File: src/rtl/decoder_2x4_pkg.sv
// Purpose : shared widths, types and decode helper for the 2-to-4 line decoder.
// Latency : n/a (package only).
// Backpressure: n/a (package only).
package decoder_2x4_pkg;

    localparam int SEL_W = 2;
    localparam int OUT_W = 4;

    typedef logic [SEL_W-1:0] sel_t;
    typedef logic [OUT_W-1:0] onehot_t;

    localparam onehot_t ONEHOT_IDLE = 4'b0000;

    // Active-high one-hot of a 2-bit code.
    function automatic onehot_t decode_onehot(input sel_t sel);
        onehot_t o;
        o      = ONEHOT_IDLE;
        o[sel] = 1'b1;
        return o;
    endfunction

endpackage

File: src/rtl/decoder_2x4_core.sv
// Purpose : combinational 2-to-4 one-hot decode, active-high, gated by en.
// Latency : 0 cycles (pure combinational).
// Backpressure: none; no handshake.
// Ports   : sel[1:0] code in, en decode enable, onehot[3:0] one-hot out (idle when en=0).
module decoder_2x4_core
    import decoder_2x4_pkg::*;
(
    input  logic [SEL_W-1:0] sel,
    input  logic             en,
    output logic [OUT_W-1:0] onehot
);

    always_comb begin
        onehot = ONEHOT_IDLE;
        if (en) begin
            onehot = decode_onehot(sel);
        end
    end

endmodule

File: src/rtl/decoder_2x4.sv
// Purpose : registered 2-to-4 line decoder with enable, valid flag and optional output inversion.
// Latency : 1 cycle; 2 cycles when DECODER_2X4_INPUT_REG_EN is defined (adds an input register).
// Backpressure: none; accepts one code every cycle, never stalls.
// Ports   : clk, rst_n (synchronous, active-low), en, a (select MSB), b (select LSB),
//           y[3:0] one-hot lines indexed by {a,b}, y_valid (registered copy of en).
// Param   : ACTIVE_LOW_OUT=1 inverts y at the output register (idle/reset = 4'b1111).
module decoder_2x4
    import decoder_2x4_pkg::*;
#(
    parameter bit ACTIVE_LOW_OUT = 1'b0
) (
    input  logic             clk,
    input  logic             rst_n,
    input  logic             en,
    input  logic             a,
    input  logic             b,
    output logic [OUT_W-1:0] y,
    output logic             y_valid
);

    // XOR mask applied at the output register; all ones flips polarity.
    localparam onehot_t POL_MASK = {OUT_W{ACTIVE_LOW_OUT}};

    sel_t    dec_sel;
    logic    dec_en;
    onehot_t dec_onehot;

`ifdef DECODER_2X4_INPUT_REG_EN
    sel_t sel_q;
    logic en_q;

    // Input stage cleared on reset so in-flight codes are dropped together with the output.
    always_ff @(posedge clk) begin
        if (!rst_n) begin
            sel_q <= '0;
            en_q  <= 1'b0;
        end else begin
            sel_q <= {a, b};
            en_q  <= en;
        end
    end

    assign dec_sel = sel_q;
    assign dec_en  = en_q;
`else
    assign dec_sel = {a, b};
    assign dec_en  = en;
`endif

    decoder_2x4_core u_core (
        .sel    (dec_sel),
        .en     (dec_en),
        .onehot (dec_onehot)
    );

    always_ff @(posedge clk) begin
        if (!rst_n) begin
            y       <= ONEHOT_IDLE ^ POL_MASK;
            y_valid <= 1'b0;
        end else begin
            y       <= dec_onehot ^ POL_MASK;
            y_valid <= dec_en;
        end
    end

endmodule

File: config.mk
export PLATFORM = sky130hd
export DESIGN_NAME = decoder_2x4
export DESIGN_NICKNAME = d
export VERILOG_FILES = /design/src/rtl/decoder_2x4_pkg.sv /design/src/rtl/decoder_2x4_core.sv /design/src/rtl/decoder_2x4.sv
export SDC_FILE = /design/constraint.sdc
export NUM_CORES = 1
export LEC_CHECK = 0
export CAP_MARGIN = 40
export CELL_PAD_IN_SITES_DETAIL_PLACEMENT = 0
export CELL_PAD_IN_SITES_GLOBAL_PLACEMENT = 2
export CORE_AREA = 2 2 39 41
export CTS_BUF_LIST = sky130_fd_sc_hd__clkbuf_2 sky130_fd_sc_hd__clkbuf_4 sky130_fd_sc_hd__clkbuf_8
export CTS_CLUSTER_DIAMETER = 100
export DETAILED_ROUTE_END_ITERATION = 8
export DIE_AREA = 0 0 41 43
export PLACE_DENSITY = 0.6
export SLEW_MARGIN = 10
export SYNTH_ARGS = -nofsm -noshare
export SYNTH_HDL_FRONTEND = slang
export SYNTH_SLANG_ARGS = --single-unit
File: constraint.sdc
create_clock -name clk -period 1 [get_ports clk]
set_input_delay 0.2 -clock clk [delete_from_list [all_inputs] [get_ports clk]]
set_output_delay 0.2 -clock clk [all_outputs]
set_load 0.1 [all_outputs]
==> qor.log <==
qor: die.fp.dieArea 0.00176 mm^2
qor: logic_synthesis.synth_simple_gate_area_share 32.2%
qor: pwr.total_leakage_power 0.000144 uW
qor: route.firstDrtPassIters 2
qor: logic_synthesis.avg_synthesized_cell_area 14.8 um^2
qor: logic_synthesis.sequential_area_share_after_synthesis 67.8%
qor: route.vias_per_cell 3.18
qor: layout.insertedDiodeCount 0
qor: global_routing.maximum_number_of_pins_on_one_net_before_global_route_repair 6
qor: layout.post_route_cells_drive_above_1_share 60.9%
qor: global_routing.grt_pass1_wl 434 um
qor: logic_synthesis.cell_count_after_synthesis 10
qor: cts.cts_buffer_depth 2
qor: worst_setup_path.start_kind flop
qor: layout.flow.area_growth_from_synthesis 133%
qor: die.rows 14
qor: route.postRouteAntennaNets 0
qor: timing.rsz0062_at_grt no
qor: worst_setup_path.critical_path.max_fanout 1
qor: worst_setup_path.path_delay_family flip-flops
qor: layout.final_nets 29
qor: timing.min_period_over_period 94.2%
qor: route.num_vias 124
qor: logic_synthesis.synthXorXnorAreaFrac 0%
qor: timing.timing.fmax 1060 MHz
qor: die.ios 10
qor: die.initial_utilization 10.7%
qor: layout.most-common-layout-cells buf_12 (5), dfxtp_2 (5), clkbuf_4 (4), clkdlybuf4s50_1 (4), and4b_1 (2)
qor: die.y_dimension_of_the_die 43 um
qor: logic_synthesis.synth.ff_latch_count 5
qor: timing.timing.final.setup_violations 0
qor: timing.timing_hold_violations_final 0
qor: pwr.totalPowerFinal 562 uW
qor: pwr.power.density 1630 mW/mm^2
qor: worst_setup_path.end_kind primary output
qor: worst_setup_path.cp.arrival 0.74 ns
qor: logic_synthesis.synthesis.nets 15
qor: global_routing.global_route.overflow_total 0
qor: worst_setup_path.cp_data_required_time 0.80 ns
qor: logic_synthesis.compound_cell_area_share_of_the_yosys_netlist 0%
qor: hold_path.timing.hold.worst.class input pin to flop
qor: placement.gpl.final_weighted_congestion 0.601
qor: timing.timing_worst_slew_pin_value 0.126 ns
qor: job.maxcap_viol_count 0
qor: cts.cts.sink_count 5
qor: cts.post_cts.repair.setup_buffers 0
qor: layout.fillers 148
qor: cts.cts.root.buffer_cell clkbuf_4
qor: timing.final_max_slew_viol_count 0
qor: timing.finalSetupTns 0 ns
qor: route.wl_per_cell 7.26 um
qor: placement.postPlaceCellArea 314 um^2
qor: cts.cts_max_level 1
qor: outcome.outcome finished, final reports clean
qor: logic_synthesis.yosys.cell_types.count 5
qor: cts.cts_tree done
qor: placement.io_buffer_count 9
qor: logic_synthesis.combinational_family_with_the_most_area_after_synthesis simple AND/OR/NAND/NOR gates
qor: global_routing.grt_pass1_vias 103
qor: route.drt_iter0_drc 1
qor: cts.clk_transition_reported_paths 0.04 ns
qor: worst_setup_path.crit_chain buf_12
qor: cts.cts_bufs_inserted 3
qor: die.die_width 41 um
qor: logic_synthesis.post_synth_instance_area 148 um^2
qor: timing.relSlewSlack 91.6%
qor: timing.min_period 0.942 ns
qor: die.fp.coreArea 0.00138 mm^2
qor: route.number_of_design_rule_violations_left_after_detail_routing 0
qor: logic_synthesis.synth-adder-area-share 0%
qor: cts.post_cts_hold_fix_bufs 0
qor: pwr.vdd.ir_drop.worst 367 uV
qor: logic_synthesis.muxShareOfSynthArea 0%
qor: global_routing.antenna_found_initial 0
qor: layout.fin_area 344 um^2
qor: worst_setup_path.critPathSlowestCell dfxtp_2
qor: worst_setup_path.critPathBufInv 1
qor: route.drt-total-wl 283 um
qor: worst_setup_path.timing.critical_path.slowest_cell_delay 0.34 ns
qor: global_routing.globalRouteTotalUtil 4.33%
qor: logic_synthesis.yosysWarnings 0
qor: cts.cts_resized 0
qor: worst_setup_path.kind_of_critical_path flop to primary output
[routing by layer]
metal / part of all wire (%) / global-route usage, % / vias up
li1: - / - / 65
met1: 37 / 4.55 / 47
met2: 43 / 4.38 / 10
met3: 18 / 3.14 / 2
met4: 2.1 / 6.00 / 0
met5: 0 / 0 / -
[final cells by class]
| type | count | area [um^2] | area share (%) |
|---|---|---|---|
| Clock buffer | 4 | 30.0 | 8.73 |
| Multi-Input combinational cell | 5 | 47.5 | 13.8 |
| Sequential cell | 5 | 106 | 30.9 |
| Tap cell | 16 | 20.0 | 5.82 |
| Timing Repair Buffer | 9 | 140 | 40.7 |
[power by group]
group	internal [uW]	total (uW)	leakage (uW)	switching [uW]
combinational	42.9	99.7	0.0000822	56.8
clock	177	249	0.0000184	71.6
sequential	208	213	0.0000430	5.21
total	428	562	0.000144	134
[metrics by stage]
| step | hold slack [ns] | worst slack, ns | cells | util, % |
|---|---|---|---|---|
| floorplan | 0.322 | 0.174 | 10 | - |
| global placement | 0.664 | -0.0181 | 35 | 22.7 |
| detailed placement | 0.665 | -0.0343 | 35 | 22.7 |
| CTS | 0.599 | 0.0449 | 39 | 24.9 |
| global route | 0.620 | 0.0410 | 39 | 24.9 |
| finish | 0.608 | 0.0583 | 39 | 24.9 |
[final timing paths]
| path | from | end | slack, ns | cells after the start |
|---|---|---|---|---|
| hold / removal | a | y[3] | 0.61 | 2 |
| setup / recovery | y[1] | y[1] | 0.06 | 1 |
[cell families (layout without fill, tap and decap cells)]
group | count (synthesis) | after routing
buffers and inverters | 0 | 13
flip-flops | 5 | 5
AND/OR/NAND/NOR | 5 | 5
[state kept, by name, indices dropped and copies added (netlist names)]
signal / count
y_valid: 1
y: 4
[synthesized netlist by cell type]
| master | number | area share [%] |
|---|---|---|
| and4_1 | 1 | 5.9 |
| dfxtp_1 | 5 | 68 |
| and4b_1 | 2 | 14 |
| and2_1 | 1 | 4.2 |
| and4bb_1 | 1 | 8.5 |
No activity file was read; power rests on OpenSTA's default activity.
